[src/rtl/synthesijer_fp_pkg.sv]
// Shared floating-point definitions for the synthesijer converter family.
// Rounding-mode encodings, IEEE-754 format constants and the operand class enum.
package synthesijer_fp_pkg;

    localparam int RND_TRUNC = 0;
    localparam int RND_RNE   = 1;

    localparam int FP32_EXP_W = 8;
    localparam int FP32_MAN_W = 23;
    localparam int FP32_BIAS  = 127;

    localparam int FP64_EXP_W = 11;
    localparam int FP64_MAN_W = 52;
    localparam int FP64_BIAS  = 1023;

    typedef enum logic [1:0] {
        FP_ZERO = 2'd0,
        FP_NORM = 2'd1,
        FP_INF  = 2'd2,
        FP_NAN  = 2'd3
    } fp_class_t;

endpackage

[src/rtl/synthesijer_fp_unpack.sv]
// Combinational IEEE-754 field decoder: sign, unbiased exponent, significand with
// hidden bit, and operand class. Denormals are reported as FP_ZERO.
module synthesijer_fp_unpack
    import synthesijer_fp_pkg::*;
#(
    parameter int EXP_W = 8,
    parameter int MAN_W = 23
) (
    input  logic                    a_word_unused_guard,
    input  logic [EXP_W+MAN_W:0]    a,
    output logic                    sign,
    output logic signed [EXP_W:0]   exp_unb,
    output logic [MAN_W:0]          sig,
    output fp_class_t               fclass
);

    localparam logic [EXP_W:0] BIAS = {2'b00, {(EXP_W-1){1'b1}}};

    logic [EXP_W-1:0] e;
    logic [MAN_W-1:0] m;
    logic             tie_off;

    assign tie_off = a_word_unused_guard;
    assign sign    = a[EXP_W+MAN_W];
    assign e       = a[EXP_W+MAN_W-1:MAN_W];
    assign m       = a[MAN_W-1:0];
    assign exp_unb = $signed({1'b0, e} - BIAS);
    assign sig     = {(e != '0), m};

    always_comb begin
        fclass = FP_NORM;
        if (e == '0) begin
            fclass = FP_ZERO;
        end else if (&e) begin
            fclass = (m != '0) ? FP_NAN : FP_INF;
        end
    end

endmodule

[src/rtl/synthesijer_fconv_f2i_pipe.sv]
// Three-stage float -> signed integer converter (decode, align, round/saturate).
// Truncation matches Java (int)/(long) casts; ROUND_MODE=1 rounds to nearest even.
module synthesijer_fconv_f2i_pipe
    import synthesijer_fp_pkg::*;
#(
    parameter int EXP_W      = 8,
    parameter int MAN_W      = 23,
    parameter int INT_W      = 32,
    parameter int ROUND_MODE = RND_TRUNC
) (
    input  logic                     clk,
    input  logic                     reset,
    input  logic [EXP_W+MAN_W:0]     a,
    input  logic                     nd,
    output logic signed [INT_W-1:0]  result,
    output logic                     valid,
    output logic                     inexact,
    output logic                     overflow,
    output logic                     invalid
);

    localparam int SH_W   = EXP_W + 2;
    localparam int WIDE_W = INT_W + MAN_W + 2;
    localparam int EXT_W  = 2 * MAN_W + 3;
    localparam logic signed [SH_W-1:0] MAN_S    = SH_W'(MAN_W);
    localparam logic signed [SH_W-1:0] INT_S    = SH_W'(INT_W);
    localparam logic signed [SH_W-1:0] RCLAMP_S = SH_W'(MAN_W + 2);
    localparam logic [INT_W+1:0]       HALF     = (INT_W+2)'(1) << (INT_W - 1);
    localparam logic [INT_W-1:0]       MAX_V    = {1'b0, {(INT_W-1){1'b1}}};
    localparam logic [INT_W-1:0]       MIN_V    = {1'b1, {(INT_W-1){1'b0}}};

    // Anything that does not fit INT_W+1 bits pins to all-ones so the range check still trips.
    function automatic logic [INT_W:0] sat_mag(input logic [WIDE_W-1:0] w);
        if (|w[WIDE_W-1:INT_W+1]) return '1;
        return w[INT_W:0];
    endfunction

    function automatic logic [INT_W+1:0] round_mag(input logic [INT_W:0] mag,
                                                   input logic g, input logic st);
        if (ROUND_MODE == RND_RNE) return {1'b0, mag} + (INT_W+2)'(g & (st | mag[0]));
        return {1'b0, mag};
    endfunction

    // Returns {overflow, value}; a negative magnitude of exactly 2**(INT_W-1) is representable.
    function automatic logic [INT_W:0] saturate(input logic s, input logic [INT_W+1:0] r);
        if (!s && r >= HALF) return {1'b1, MAX_V};
        if (s && r > HALF)   return {1'b1, MIN_V};
        if (s)               return {1'b0, -r[INT_W-1:0]};
        return {1'b0, r[INT_W-1:0]};
    endfunction

    logic                   u_sign;
    logic signed [EXP_W:0]  u_exp;
    logic [MAN_W:0]         u_sig;
    fp_class_t              u_cls;

    synthesijer_fp_unpack #(.EXP_W(EXP_W), .MAN_W(MAN_W)) u_unpack (
        .a_word_unused_guard (1'b0),
        .a                   (a),
        .sign                (u_sign),
        .exp_unb             (u_exp),
        .sig                 (u_sig),
        .fclass              (u_cls)
    );

    logic vld_p1, vld_p2, vld_p3;

    always_ff @(posedge clk or negedge reset) begin
        if (!reset) begin
            vld_p1 <= 1'b0;
            vld_p2 <= 1'b0;
            vld_p3 <= 1'b0;
        end else begin
            vld_p1 <= nd;
            vld_p2 <= vld_p1;
            vld_p3 <= vld_p2;
        end
    end

    assign valid = vld_p3;

    // ---- stage 1: decoded operand ----
    logic                   sign_p1;
    logic signed [EXP_W:0]  exp_p1;
    logic [MAN_W:0]         sig_p1;
    fp_class_t              cls_p1;

    always_ff @(posedge clk) begin
        if (nd) begin
            sign_p1 <= u_sign;
            exp_p1  <= u_exp;
            sig_p1  <= u_sig;
            cls_p1  <= u_cls;
        end
    end

    logic signed [SH_W-1:0] e_ext, lsh, rsh;
    logic [SH_W-1:0]        lsh_amt, rsh_amt;
    logic [WIDE_W-1:0]      wide;
    logic [EXT_W-1:0]       ext;
    logic [INT_W:0]         mag_c;
    logic                   g_c, st_c;

    always_comb begin
        e_ext   = SH_W'(exp_p1);
        lsh     = e_ext - MAN_S;
        rsh     = MAN_S - e_ext;
        lsh_amt = '0;
        rsh_amt = '0;
        wide    = '0;
        ext     = '0;
        g_c     = 1'b0;
        st_c    = 1'b0;
        if (!lsh[SH_W-1]) begin
            lsh_amt = (lsh >= INT_S) ? INT_S : lsh;
            wide    = WIDE_W'(sig_p1) << lsh_amt;
        end else if (rsh >= RCLAMP_S) begin
            st_c = 1'b1;
        end else begin
            // MAN_W+2 zero bits below the significand catch guard and sticky after the shift.
            rsh_amt = rsh;
            ext     = {sig_p1, {(MAN_W+2){1'b0}}} >> rsh_amt;
            wide    = WIDE_W'(ext[EXT_W-1:MAN_W+2]);
            g_c     = ext[MAN_W+1];
            st_c    = |ext[MAN_W:0];
        end
        mag_c = sat_mag(wide);
    end

    // ---- stage 2: aligned magnitude ----
    logic [INT_W:0] mag_p2;
    logic           g_p2, st_p2, sign_p2, mnz_p2;
    fp_class_t      cls_p2;

    always_ff @(posedge clk) begin
        if (vld_p1) begin
            mag_p2  <= mag_c;
            g_p2    <= g_c;
            st_p2   <= st_c;
            sign_p2 <= sign_p1;
            mnz_p2  <= |sig_p1[MAN_W-1:0];
            cls_p2  <= cls_p1;
        end
    end

    logic [INT_W+1:0] r_c;
    logic [INT_W:0]   sat_c;
    logic [INT_W-1:0] res_c;
    logic             inx_c, ovf_c, inv_c;

    always_comb begin
        r_c   = round_mag(mag_p2, g_p2, st_p2);
        sat_c = saturate(sign_p2, r_c);
        res_c = sat_c[INT_W-1:0];
        ovf_c = sat_c[INT_W];
        inx_c = g_p2 | st_p2;
        inv_c = 1'b0;
        case (cls_p2)
            FP_ZERO: begin
                res_c = '0;
                ovf_c = 1'b0;
                inx_c = mnz_p2;
            end
            FP_INF: begin
                res_c = sign_p2 ? MIN_V : MAX_V;
                ovf_c = 1'b1;
                inx_c = 1'b0;
            end
            FP_NAN: begin
                res_c = '0;
                ovf_c = 1'b0;
                inx_c = 1'b0;
                inv_c = 1'b1;
            end
            default: ;
        endcase
    end

    // ---- stage 3: registered result and flags ----
    always_ff @(posedge clk or negedge reset) begin
        if (!reset) begin
            result   <= '0;
            inexact  <= 1'b0;
            overflow <= 1'b0;
            invalid  <= 1'b0;
        end else if (vld_p2) begin
            result   <= res_c;
            inexact  <= inx_c;
            overflow <= ovf_c;
            invalid  <= inv_c;
        end
    end

endmodule

[config.mk]
export PLATFORM = sky130hd
export DESIGN_NAME = synthesijer_fconv_f2i_pipe
export DESIGN_NICKNAME = d
export VERILOG_FILES = /design/src/rtl/synthesijer_fp_pkg.sv /design/src/rtl/synthesijer_fp_unpack.sv /design/src/rtl/synthesijer_fconv_f2i_pipe.sv
export SDC_FILE = /design/constraint.sdc
export NUM_CORES = 1
export LEC_CHECK = 0
export CAP_MARGIN = 10
export CORE_MARGIN = 2
export CORE_UTILIZATION = 59
export CTS_BUF_LIST = sky130_fd_sc_hd__clkbuf_4 sky130_fd_sc_hd__clkbuf_8
export DETAILED_ROUTE_END_ITERATION = 8
export PLACE_DENSITY = 0.8
export SYNTH_ARGS = -nofsm -noshare
export SYNTH_HDL_FRONTEND = slang
export SYNTH_SLANG_ARGS = --single-unit
[constraint.sdc]
create_clock -name clk -period 12.45 [get_ports clk]
set_input_delay 3.1125 -clock clk [delete_from_list [all_inputs] [get_ports clk]]
set_output_delay 3.1125 -clock clk [all_outputs]
set_load 0.02 [all_outputs]
### After elaboration in Yosys (flattened, before gate mapping)

Cells that the tools add are included.

* output and inout port bits: 36
* register bits after elaboration: 113
* logic and storage cells: 74
* input port bits: 35

* magnitude comparators: 4
* multiplexer cells: 26
* equal/unequal tests: 2
* shift-type cells: 2
* bitwise operators: 3
* $add $sub $neg: 4
* reductions and logical operators: 15

Operators with widths (number)
* 33-bit 2-to-1 mux: 8
* 32-bit one-hot mux with 2 select lines: 1
* 57-bit 2-to-1 mux: 1
* 24-bit by 10-bit left shift with 57-bit output: 1
* 49-bit by 10-bit >> shifter with 49-bit output: 1
* 24-bit OR reduction: 2
* 33-bit by 32-bit greater-or-equal comparator with 1-bit output (second input constant): 1
* 33-bit by 32-bit greater-than comparator with 1-bit output (second input constant): 1
* 32-bit 2-to-1 mux: 1
* 32-bit negator: 1
* 24-bit 2-to-1 mux: 1
* 23-bit nonzero test: 1
* 23-bit OR reduction: 1
* 1-bit 2-to-1 mux: 11
* 10-bit by 6-bit greater-or-equal comparator with 1-bit output (second input constant): 1
* 10-bit by 7-bit greater-or-equal comparator with 1-bit output (second input constant): 1
* 10-bit 2-to-1 mux: 1
* 6-bit by 9-bit subtractor with 10-bit output (first input constant): 1
* 9-bit by 6-bit subtractor with 10-bit output (second input constant): 1
* 8-bit by 7-bit subtractor with 9-bit output (second input constant): 1
* 8-bit zero test: 1
* 8-bit AND reduction: 1
* 8-bit nonzero test: 1
* 2-bit OR reduction: 4
* 7 further kinds: 11

### Longest topological paths before layout

* depth in word-level cells: 10
* depth in mapped cells: 19
* gate-level depth less buffers: 13

### By module

A second synthesis with hierarchy kept.

* cell total of the unflattened synthesis: 1076
* area, all modules: 9640.5 sq um

Modules (own cells, without submodules)
* synthesijer_fconv_f2i_pipe: sequential area each 3203.1 sq um, cells an instance 1017, instances 1, area an instance 9227.6 sq um
* synthesijer_fp_unpack: sequential area each 0.0 sq um, cells an instance 59, instances 1, area an instance 412.9 sq um

### Worst setup path after synthesis

No wires, ideal clock.

* kind: register to register
* start: register exp_p1[3]
* end: register mag_p2[19] (data pin)
* cell stages (with the launch flop): 19
* slack: 7475 ps
* data required time: 12176 ps
* period minus slack after synthesis: 4975 ps
* arrival: 4701 ps
* cells stage by stage: edfxtp_1 -> buf_2 -> inv_1 -> clkbuf_1 -> clkbuf_1 -> ha_1 -> a41oi_4 -> a211o_4 -> a21oi_2 -> buf_2 -> mux2i_1 -> o21ai_1 -> o21a_1 -> o41ai_1 -> nand4_1 -> or4b_1 -> a221oi_2 -> buf_6 -> o221ai_2

* longest elaborated chain between the ends: 8

Ends and longest elaborated chain
* from (decl): RTL line synthesijer_fconv_f2i_pipe.sv:84 `logic signed [EXP_W:0] exp_p1;`
* from (signal assigned): RTL line synthesijer_fconv_f2i_pipe.sv:91 `exp_p1 <= u_exp;`
* 9-bit by 6-bit subtractor with 10-bit output: RTL line synthesijer_fconv_f2i_pipe.sv:106 `lsh = e_ext - MAN_S;`
* 10-bit by 7-bit greater-or-equal comparator with 1-bit output: RTL line synthesijer_fconv_f2i_pipe.sv:115 `lsh_amt = (lsh >= INT_S) ? INT_S : lsh;`
* 10-bit 2-to-1 mux: RTL line synthesijer_fconv_f2i_pipe.sv:115
* 24-bit by 10-bit left shift with 57-bit output: RTL line synthesijer_fconv_f2i_pipe.sv:116 `wide = WIDE_W'(sig_p1) << lsh_amt;`
* 57-bit 2-to-1 mux (*): RTL line synthesijer_fconv_f2i_pipe.sv:114 `if (!lsh[SH_W-1]) begin`
* 24-bit OR reduction: RTL line synthesijer_fconv_f2i_pipe.sv:34 `if (|w[WIDE_W-1:INT_W+1]) return '1;`
* 1-bit 2-to-1 mux: RTL line synthesijer_fconv_f2i_pipe.sv:34
* 33-bit 2-to-1 mux (*): RTL line synthesijer_fconv_f2i_pipe.sv:35 `return w[INT_W:0];`
* to (signal assigned): RTL line synthesijer_fconv_f2i_pipe.sv:137 `mag_p2 <= mag_c;`
* to (decl): RTL line synthesijer_fconv_f2i_pipe.sv:131 `logic [INT_W:0] mag_p2;`

Mark *: on every way between the ends. The rest lies on a longest branch, timed or not.
A chain may end at the register's enable or synchronous reset.

### Worst setup path after layout

* start: register exp_p1[3]
* end: register mag_p2[1] (data pin)

The elaborated chain is that of the path after synthesis.

==> flow_summary.toml <==
[cts]
cts_buffers = 17
clk_path_buf_depth = 2
cts-root-buf = "clkbuf_8"
post_cts_buffers = 0
htreeDepth = 4
postCtsHoldBufs = 0
cts_resized = 0
cts_tree = "yes"
clkTransAtPathRegs_ns = 0.09
clock_latency_ns = 0.47
cts_sinks = 113

[synthesis]
netlist_top_cells_area = "edfxtp_1 (23%), dfrtp_1 (9.7%), a21oi_1 (5.6%)"
synthCells = 1154
async_flop_share_pct = 33.6
synth.largest_area_cell = "edfxtp_1"
yosys_warnings = 0
synthDistinctLibCells = 86
synth.most_common_cell = "a21oi_1"
synth_edf_count = 75
synth_area_um2 = 9840
yosys_most_used_dff = "edfxtp_1"
avgSynthCellArea_um2 = 8.52
synth-seq-cells = 113
synth_common_cells = "a21oi_1 (110), nand2_1 (103), nor2_1 (101), o21ai_0 (85), edfxtp_1 (75)"
synth.top_cell.area_share_pct = 22.9
yosysSeqAreaShare_pct = 32.6
syn_nets = 1197

[floorplan]
core_um2 = 16500
dieArea_um2 = 17700
rows = 47
io_pins = 71
chipHeight_um = 133
start_util_pct = 59.7
die_x_um = 133

[worst_setup_path]
startpoint_type = "flop"
crit_top_cell = "buf_4"
end_kind = "flop"
max_stage_delay_ns = 0.72
crit_family = "compound AO/OA/AOI/OAI gates"
slowest_stage = "a211oi_2"
worstPathCellList = "buf_4 > inv_1 > ha_1 > a41oi_4 > a211oi_2 > o21ai_0 > o21ai_1 > buf_4 > nor2_1 > a211oi_1 > nand4_1 > or4b_1 > a221oi_4 > buf_4 > o221ai_1"
crit_fanout = 39
worstSetupPathType = "reg -> reg"
worstPathBufferInverterCount = 4
r2r_slack_ns = 6.17
required_ns = 12.62
cp.arrival_ns = 6.45

[global_route]
overflow = 0
grtUsageTotal_pct = 42.3
grt_pass1_vias = 9595
grt_pass1_wl_um = 57200
grt_max_degree = 61
antenna_found_initial = 0

[sta]
relSlewSlack_pct = 14.1
setup_viol = 0
whs_ns = 0.411
timing.fmax_ghz = 0.159
worst_pin_slew_ns = 1.29
fin_ws_ns = 6.17
fin_setup_tns_ns = 0
slew_viol_final = 0
grt_setup_unrepaired = "false"
layout_min_cycle_time_ns = 6.28
hold_viol = 0
finClkSkew_ns = 0.0181
finalCritPeriodShare_pct = 50.4

[placed_design]
portBuffers = 70
routabilityCongestion = 1.05
place_worst_setup_slack_ns = 6.37
post-dp-hpwl_um = 27300

[detailed_routing]
firstDrtPassIters = 9
final_antenna_net_count = 0
avgRoutedWirePerCell_um = 26.9
highest_layer = "met4"
viasPerCell = 7.48
totalWireLength_um = 37800
wirelength_met1_um = 13800
wl_met2_um = 16900
drt_iter0_drc = 2257
drc = 0
via_count = 10511
wl_met3_um = 4760

[power_and_ir_drop]
p_per_area_nw_per_um2 = 140
ir_worst_vdd_mv = 0.0952
leakage_nw = 3.81

[run]
maxCapViolations = 0

[finish]
drive_gt1_share_pct = 11.4
fillCellCount = 1279
insertedDiodeCount = 0
nNetsFinal = 1216
syn_to_final_growth_pct = 11.5

[min_path]
min_path_type = "reg -> reg"

[outcome]
status = "complete, no violations"
==> worst reg2reg max path, delay by kind of cell, from the launching register on <==
kind	cells	cell delay (ns)
flip-flops	1	0.36
buffers and inverters	4	1.53
adder cells (fa/ha/maj)	1	0.34
AO/OA/AOI/OAI	7	2.84
AND/OR/NAND/NOR	3	0.91
==> layout make-up <==
type / count / area [um2] / area share, %
clock inverters: 15 / 145 / 1.32
repair buffers: 94 / 891 / 8.13
inverters: 23 / 86.3 / 0.787
well taps: 220 / 275 / 2.51
multi-input cells: 924 / 6130 / 55.9
flip-flops and latches: 113 / 3200 / 29.2
clock buffers: 17 / 234 / 2.13
==> layout by cell type, fill, tap and decap left out, drive strengths merged, types with 17 or more instances in the layout <==
master           n
o21ai          101
buf             26
nand2          103
xnor2           19
nor4            18
a21oi          115
mux2            24
nand3           34
mux2i           42
a211oi          17
nor2           103
clkbuf          17
o221ai          28
inv             31
dfrtp           38
clkdlybuf4s50   68
edfxtp          75
nor3            41
==> logic make-up (layout without fill, tap and decap cells) <==
kind of cell	after synthesis	count (layout)	share of synthesized area [%]
AO/OA/AOI/OAI	419	419	29.7
multiplexers	76	76	9.31
flip-flops	113	113	32.6
AND/OR/NAND/NOR	386	386	19.0
XOR/XNOR	35	35	3.12
adder cells (fa/ha/maj)	8	8	1.02
buffers and inverters	117	149	5.28
==> through the flow <==
step | cell area (um2) | instances | utilization [%] | power, W
2_1_floorplan | 9840 | 1154 | - | 0.000936
3_3_place_gp | 10600 | 1373 | 64.1 | 0.00115
3_5_place_dp | 10600 | 1373 | 64.1 | 0.00115
4_1_cts | 10900 | 1405 | 66.4 | 0.00150
5_1_grt | 11000 | 1406 | 66.6 | 0.00159
6_report | 11000 | 1406 | 66.6 | 0.00154
==> flip-flops by register name, indices dropped and copies added (netlist names), 2 cells and up <==
signal	flops
mag_p2	33
result	32
sig_p1	24
exp_p1	9
cls_p1	2
cls_p2	2
==> metal layers <==
layer	GRT usage, %	up-vias
met2	66.8	959
met1	55.2	4831
met3	8.98	219
li1	-	4502
met4	21.6	0
met5	0	-
==> report_power, final <==
part           internal (W)  total [W]  switching, W
Clock              0.000163   0.000347      0.000184
Sequential         0.000464   0.000533     0.0000688
Combinational      0.000234   0.000656      0.000421
==> path summary, 6_finish.rpt <==
kind / end / cells past startpoint / startpoint
max: mag_p2[1]$_SDFFCE_PP1P_ / 15 / exp_p1[3]$_DFFE_PP_
max in group asynchronous: result[2]$_DFFE_PN0P_ / 1 / reset
min: cls_p2[0]$_DFFE_PP_ / 0 / cls_p1[0]$_SDFFCE_PP0P_
min reg2reg: cls_p2[0]$_DFFE_PP_ / 0 / cls_p1[0]$_SDFFCE_PP0P_
min in group asynchronous: result[26]$_DFFE_PN0P_ / 1 / reset
max reg2reg: mag_p2[1]$_SDFFCE_PP1P_ / 15 / exp_p1[3]$_DFFE_PP_
(Power assumes the default switching activity.)
